**src/rtl/sram_controller_pkg.sv**
```systemverilog
// rtl/sram_controller_pkg.sv - shared types and constants for the SRAM controller
//
// Purpose: FSM state encoding, default SRAM base address, bus widths and the
//          byte-address to SRAM-word mapping helper.
// Ports:   none (package).

package sram_controller_pkg;

  typedef enum logic [2:0] {
    SRAM_IDLE = 3'd0,
    SRAM_LO   = 3'd1,
    SRAM_HI   = 3'd2,
    SRAM_WAIT = 3'd3,
    SRAM_DONE = 3'd4
  } sram_state_t;

  localparam logic [31:0] SRAM_BASE_DEFAULT = 32'd1024;
  localparam int          SRAM_DW           = 16;
  localparam int          WORD_W            = 32;
  localparam int          CNT_W             = 3;

  // 32-bit word index of a byte address, relative to the SRAM base.
  // Wraps modulo 2^32 below the base; no range checking.
  function automatic logic [31:0] sram_word(input logic [31:0] byte_addr,
                                            input logic [31:0] base);
    logic [31:0] offset;
    offset = byte_addr - base;
    return offset >> 2;
  endfunction

endpackage

```
**src/rtl/sram_controller.sv**
```systemverilog
// rtl/sram_controller.sv - 32-bit load/store responder over a 16-bit async SRAM
//
// Purpose: splits each 32-bit access into a low and a high halfword access,
//          pads the access to ACCESS_CYCLES and holds ready low meanwhile so
//          the pipeline freezes.
// Ports:
//   clk, rst           clock, synchronous active-high reset
//   rd_en, wr_en       load / store request from the MEM stage
//   address            byte address
//   write_data         store data
//   read_data          registered load data
//   ready              1 = MEM stage may advance, 0 = freeze
//   sram_addr          SRAM halfword address
//   sram_dq_o/_i/_oe   SRAM data out / in / output enable
//   sram_we_n/oe_n     active-low write strobe / output enable
//   sram_ce_n/ub_n/lb_n  tied active

module sram_controller
  import sram_controller_pkg::*;
#(
  parameter logic [31:0] SRAM_BASE     = SRAM_BASE_DEFAULT,
  parameter int          ACCESS_CYCLES = 6,   // minimum 3, maximum 9
  parameter int          SRAM_AW       = 18
) (
  input  logic               clk,
  input  logic               rst,
  input  logic               rd_en,
  input  logic               wr_en,
  input  logic [WORD_W-1:0]  address,
  input  logic [WORD_W-1:0]  write_data,
  output logic [WORD_W-1:0]  read_data,
  output logic               ready,
  output logic [SRAM_AW-1:0] sram_addr,
  output logic [SRAM_DW-1:0] sram_dq_o,
  input  logic [SRAM_DW-1:0] sram_dq_i,
  output logic               sram_dq_oe,
  output logic               sram_we_n,
  output logic               sram_oe_n,
  output logic               sram_ce_n,
  output logic               sram_ub_n,
  output logic               sram_lb_n
);

  localparam int WW = SRAM_AW - 1;

  sram_state_t       state_q, state_d;
  logic [CNT_W-1:0]  cnt_q;
  logic              write_q;
  logic [WW-1:0]     word_q;
  logic [WORD_W-1:0] wdata_q;
  logic              req;

  assign req       = rd_en | wr_en;
  assign sram_ce_n = 1'b0;
  assign sram_ub_n = 1'b0;
  assign sram_lb_n = 1'b0;

  // State register
  always_ff @(posedge clk) begin
    if (rst) state_q <= SRAM_IDLE;
    else     state_q <= state_d;
  end

  // Next-state logic. cnt_q is 0 in LO, so cycle index since the request is
  // cnt_q+1; WAIT ends in cycle ACCESS_CYCLES-1.
  always_comb begin
    state_d = state_q;
    case (state_q)
      SRAM_IDLE: if (req) state_d = SRAM_LO;
      SRAM_LO:   state_d = SRAM_HI;
      SRAM_HI:   state_d = (ACCESS_CYCLES == 3) ? SRAM_DONE : SRAM_WAIT;
      SRAM_WAIT: if (cnt_q == CNT_W'(ACCESS_CYCLES - 2)) state_d = SRAM_DONE;
      SRAM_DONE: state_d = SRAM_IDLE;
      default:   state_d = SRAM_IDLE;
    endcase
  end

  // Outputs. Reads only ever assert oe_n; writes only dq_oe/we_n, so the two
  // never overlap.
  always_comb begin
    ready      = 1'b0;
    sram_addr  = '0;
    sram_dq_o  = '0;
    sram_dq_oe = 1'b0;
    sram_we_n  = 1'b1;
    sram_oe_n  = 1'b1;
    case (state_q)
      SRAM_IDLE: ready = ~req;
      SRAM_LO: begin
        sram_addr = {word_q, 1'b0};
        if (write_q) begin
          sram_dq_oe = 1'b1;
          sram_we_n  = 1'b0;
          sram_dq_o  = wdata_q[15:0];
        end else begin
          sram_oe_n  = 1'b0;
        end
      end
      SRAM_HI: begin
        sram_addr = {word_q, 1'b1};
        if (write_q) begin
          sram_dq_oe = 1'b1;
          sram_we_n  = 1'b0;
          sram_dq_o  = wdata_q[31:16];
        end else begin
          sram_oe_n  = 1'b0;
        end
      end
      SRAM_DONE: ready = 1'b1;
      default: ;
    endcase
  end

  // Request latch, wait counter and load data capture
  always_ff @(posedge clk) begin
    if (rst) begin
      read_data <= '0;
      cnt_q     <= '0;
      write_q   <= 1'b0;
      word_q    <= '0;
      wdata_q   <= '0;
    end else begin
      case (state_q)
        SRAM_IDLE: begin
          if (req) begin
            write_q <= wr_en;   // store wins when both are requested
            word_q  <= WW'(sram_word(address, SRAM_BASE));
            wdata_q <= write_data;
            cnt_q   <= '0;
          end
        end
        SRAM_LO: begin
          if (!write_q) read_data[15:0] <= sram_dq_i;
          cnt_q <= cnt_q + 3'd1;
        end
        SRAM_HI: begin
          if (!write_q) read_data[31:16] <= sram_dq_i;
          cnt_q <= cnt_q + 3'd1;
        end
        SRAM_WAIT: cnt_q <= cnt_q + 3'd1;
        default: ;
      endcase
    end
  end

endmodule

```
**config.mk**
```make
export PLATFORM = sky130hd
export DESIGN_NAME = sram_controller
export DESIGN_NICKNAME = d
export VERILOG_FILES = /design/src/rtl/sram_controller_pkg.sv /design/src/rtl/sram_controller.sv
export SDC_FILE = /design/constraint.sdc
export NUM_CORES = 1
export LEC_CHECK = 0
export CORE_MARGIN = 3
export CORE_UTILIZATION = 43
export CTS_BUF_LIST = sky130_fd_sc_hd__clkbuf_16
export CTS_CLUSTER_SIZE = 10
export DETAILED_ROUTE_END_ITERATION = 7
export PLACE_DENSITY = 0.8
export SYNTH_ARGS = -nofsm -noshare
export SYNTH_HDL_FRONTEND = slang
export SYNTH_SLANG_ARGS = --single-unit
```
**constraint.sdc**
```tcl
create_clock -name clk -period 1.85 [get_ports clk]
set_input_delay 0.37 -clock clk [delete_from_list [all_inputs] [get_ports clk]]
set_output_delay 0.37 -clock clk [all_outputs]
set_load 0.01 [all_outputs]
```
Word-level counts from Yosys, hierarchy flattened --
Cells that the tools add are included. Widths: inputs -> output; s select.
Operators by class: $add $sub $neg 2, eq/ne operators 7, muxes and demuxes 15, bitwise logic cells 3, reductions and logical operators 9
Operators with widths (number):
- $pmux 18 s2 | 1
- $mux 16 | 2
- $pmux 16 s2 | 1
- $sub 19x11->19 const B | 1
- $pmux 3 s4 | 1
- $reduce_and 2->1 | 5
- $mux 3 | 3
- $eq 3x2->1 const B | 2
- $eq 3x3->1 const B | 2
- $pmux 3 s2 | 1
- $mux 1 | 5
- $ne 2x2->1 const B | 2
- $add 3x1->3 const B | 1
- $eq 3x1->1 const B | 1
- $logic_not 3->1 | 1
- $reduce_or 3->1 | 1
- $not 1->1 | 2
- $pmux 1 s2 | 1
- $reduce_bool 2->1 | 1
- $reduce_or 2->1 | 1
- $or 1x1->1 | 1
Storage, ports and cells: flip-flop bits (word level) 88, input port bits 84

Depth between registers and ports, before layout --
depth after elaboration 4, gate-level depth with buffers 6, gate-level depth less buffers 5

Worst setup path before layout --
OpenSTA, ideal clock, no wires.
kind register to output, start point register state_q[1], end point output port sram_dq_o[0], arrival 1.421 ns, required time 1.480 ns, slack 0.059 ns, stages on the path, launching flop included 6, buffers on the path 2, path through dfxtp_1 > buf_4 > nor3b_2 > buf_2 > a22oi_1 > nor2b_1
Between the ends: word-level cells in the longest chain between the ends 2, elaborated cells between the ends (all ways) 3, those cells by class eq/ne: 2; mux: 1
Ends and longest elaborated chain:
- from (decl) | RTL line sram_controller.sv:46 | sram_state_t state_q, state_d;
- from (signal assigned) | RTL line sram_controller.sv:61 | else state_q <= state_d;
- $eq 3x2->1 / $eq 3x1->1 (equally long branches) | RTL line sram_controller.sv:87 | case (state_q)
- $pmux 16 s2 * | RTL line sram_controller.sv:87
- to (decl) | RTL line sram_controller.sv:34 | output logic [SRAM_DW-1:0] sram_dq_o,
Mark *: on every way between the ends. The rest lies on a longest branch, timed or not.

Final worst setup path --
start point register state_q[0], end point output port sram_addr[1]
Between the ends: word-level cells in the longest chain between the ends 2, elaborated cells between the ends (all ways) 3, those cells by class eq/ne: 2; mux: 1
Ends and longest elaborated chain:
- $eq 3x2->1 / $eq 3x1->1 (equally long branches) | RTL line sram_controller.sv:87
- $pmux 18 s2 * | RTL line sram_controller.sv:87
- to (decl) | RTL line sram_controller.sv:33 | output logic [SRAM_AW-1:0] sram_addr,
Marks and branches as above.

==> reports/results.ini <==
[yosys]
synth_cells = 481
synthTopCellsByArea = dfxtp_1 45%, a21oi_1 11%, nand2_1 6.6%
synth_cell_types = 38
ys_ff_latch = 88
yosysTopAreaCellShare_pct = 45.33
yosysWarnings = 0
synth_edf_count = 0
ys_seq_area_share_pct = 45.33
yosysMostFrequentCell = dfxtp_1
synthesis.area_um2 = 3886
ys_top_cells_by_count = 88 x dfxtp_1, 84 x a21oi_1, 68 x nand2_1
syn_avg_cell_area_um2 = 8.079
async_reset_ff_share_pct = 0
synth-main-ff-cell = dfxtp_1
synth_area_leader_cell = dfxtp_1

[timing]
skew_ns = 0.007405
setup_viol = 35
timing.final.crit_share_pct = 106.8
hold_viol = 0
fin_ws_ns = -0.1256
worst_pin_slew_ns = 0.5180
grt_setup_unrepaired = true
fmax_ghz = 0.5062
slew_violations = 0
fin_crit_ns = 1.976
whs_ns = 0.3174
relSlewSlack_pct = 65.46

[detailed_routing]
detail-route-antenna-nets = 0
drt_iter0_markers = 143
first_pass_iters = 5
wl_per_cell_um = 15.99
drc = 0
viasPerCell = 5.554
routed_wl_mm = 12.07
num_vias = 4193

[finish]
fillers = 697
multi_input_area_um2 = 1974
num-nets-final = 729
drive_above_1_share_pct = 21.48
area_delta_synth_final_pct = 52.70
finalNonFillerCells = 755
n_antenna_cell = 0
regArea_um2 = 1773

[power_and_ir_drop]
p_total_w = 0.005144
peakVddDrop_uv = 536.3
p_per_area_nw_per_um2 = 866.8
leakagePower_nw = 2.280

[placed_design]
dp_hpwl_mm = 8.055
dpl.cell_count = 723
place.gp.congestion = 0.8383
port_buffers = 138

[job]
cap_violations = 0

[global_route]
grt_max_degree = 51
overflow = 0
grt_usage_pct = 23.30
grt_pass1_wl_mm = 19.15
antenna_found_initial = 0
grt_pass1_vias = 4047

[setup_path]
path_class = flip-flop to output pin
cp_max_fo = 5
startpoint_type = flip-flop
cp_data_arrival_time_ns = 1.61
worstSetupEndpointType = output pin
required_ns = 1.48

[clocking]
cts_inserted_buffers = 9
clk_pin_slew_ns = 0.06
root_buffer = clkbuf_16
cts.sinks = 88
cts_tree = built
cts_hold_buf = 0
clockBufferDepth = 2
clk_latency_ns = 0.34
htreeDepth = 3

[floorplanning]
start_util_pct = 44.35
dieWidth_um = 101.1
fp.dieArea_um2 = 10210
die_h_um = 101.1
ios = 157
core_region_area_um2 = 8763
num_rows = 34

[worst_hold_path]
hold_path_class = input pin to flip-flop

[run_status]
status = finished with violations
violations = negative setup slack

[per-stage QoR]
| step | TNS (ns) | setup WS [ns] | utilization [%] | cell area [um2] |
|---|---|---|---|---|
| 3_3_place_gp | -5.201 | -0.3209 | 63.54 | 5568 |
| 3_5_place_dp | -5.675 | -0.3639 | 63.54 | 5568 |
| 5_1_grt | -5.049 | -0.1754 | 67.72 | 5934 |
| 2_1_floorplan | 0 | 0.05852 | - | 3894 |
| 4_1_cts | -2.932 | -0.1291 | 66.63 | 5839 |
| 6_report | -2.970 | -0.1256 | 67.72 | 5934 |
[path summary, 6_finish.rpt]
| kind | from | end | slack (ns) | cells after the start |
|---|---|---|---|---|
| hold reg to reg | read_data[9]$_SDFFE_PP0P_ | read_data[9]$_SDFFE_PP0P_ | 0.46 | 2 |
| setup reg to reg | state_q[2]$_SDFFE_PP0P_ | wdata_q[20]$_SDFFE_PP0P_ | 0.09 | 5 |
| hold / removal | address[10] | word_q[8]$_SDFFE_PP0P_ | 0.32 | 2 |
| setup / recovery | state_q[0]$_SDFFE_PP0P_ | sram_addr[1] | -0.13 | 7 |
[routing by layer]
layer	GRT usage (%)	vias to the layer above	wire [um]
met5	0	-	0
met4	8.691	0	225
met3	5.536	20	878
met2	40.59	162	6013
met1	27.64	2012	4954
li1	-	1999	-
[cell type report]
cell class                      instances  area share [%]
Inverter                                4          0.2530
Clock inverter                          7           1.202
Timing Repair Buffer                  196           29.33
Clock buffer                            9           3.795
Tap cell                              108           2.277
Multi-Input combinational cell        343           33.27
Sequential cell                        88           29.88
[cell families after synthesis]
logic type      count (synthesis)  synth area share (%)
buf+inv                        52                 5.828
other cells                     1               0.09649
compound gates                161                 23.12
flops                          88                 45.33
xor+xnor                        3                0.6762
simple gates                  173                 23.99
fa+ha+maj                       3                0.9660
[what timing repair did]
action | 4_1_cts | 5_1_grt
buffers inserted | 7 | 6
gates resized for setup | 173 | 17
endpoints found under the setup margin | 38 | 41
pin swaps | 4 | 3
cloned | 3 | 0
[layout by cell type, fill, tap and decap left out, types with 4 or more instances in the layout]
master,netlist,layout
clkdlybuf4s50_1,0,97
dfxtp_1,88,85
a21oi_1,84,84
nand2_1,68,68
o21ai_0,46,45
nand3_1,40,40
buf_4,5,40
buf_2,10,38
and2_1,18,17
nor2b_1,16,16
buf_6,0,12
a22oi_1,16,10
clkbuf_16,0,9
a22oi_2,0,6
or3_1,6,6
inv_1,4,5
a211oi_1,5,5
a311oi_1,4,4
buf_12,0,4
[where the power goes]
group	internal (W)	leakage, nW	switching (W)	total, W
Sequential	0.00204	0.724	0.0000882	0.00213
Combinational	0.000616	1.41	0.000585	0.00120
Clock	0.00105	0.143	0.000764	0.00181
[state kept, by name, summed over array words and instances (netlist names)]
| name | cells |
|---|---|
| read_data | 32 |
| wdata_q | 32 |
| word_q | 17 |
| cnt_q | 3 |
| state_q | 3 |
| write_q | 1 |
[worst max-delay path, cell delays in order, from the launching register on]
cell	delay, ns
dfxtp_4	0.36
buf_6	0.12
xnor2_2	0.17
nor2_2	0.06
buf_6	0.13
buf_6	0.13
and2_1	0.15
buf_2	0.14
(Power assumes the default switching activity.)
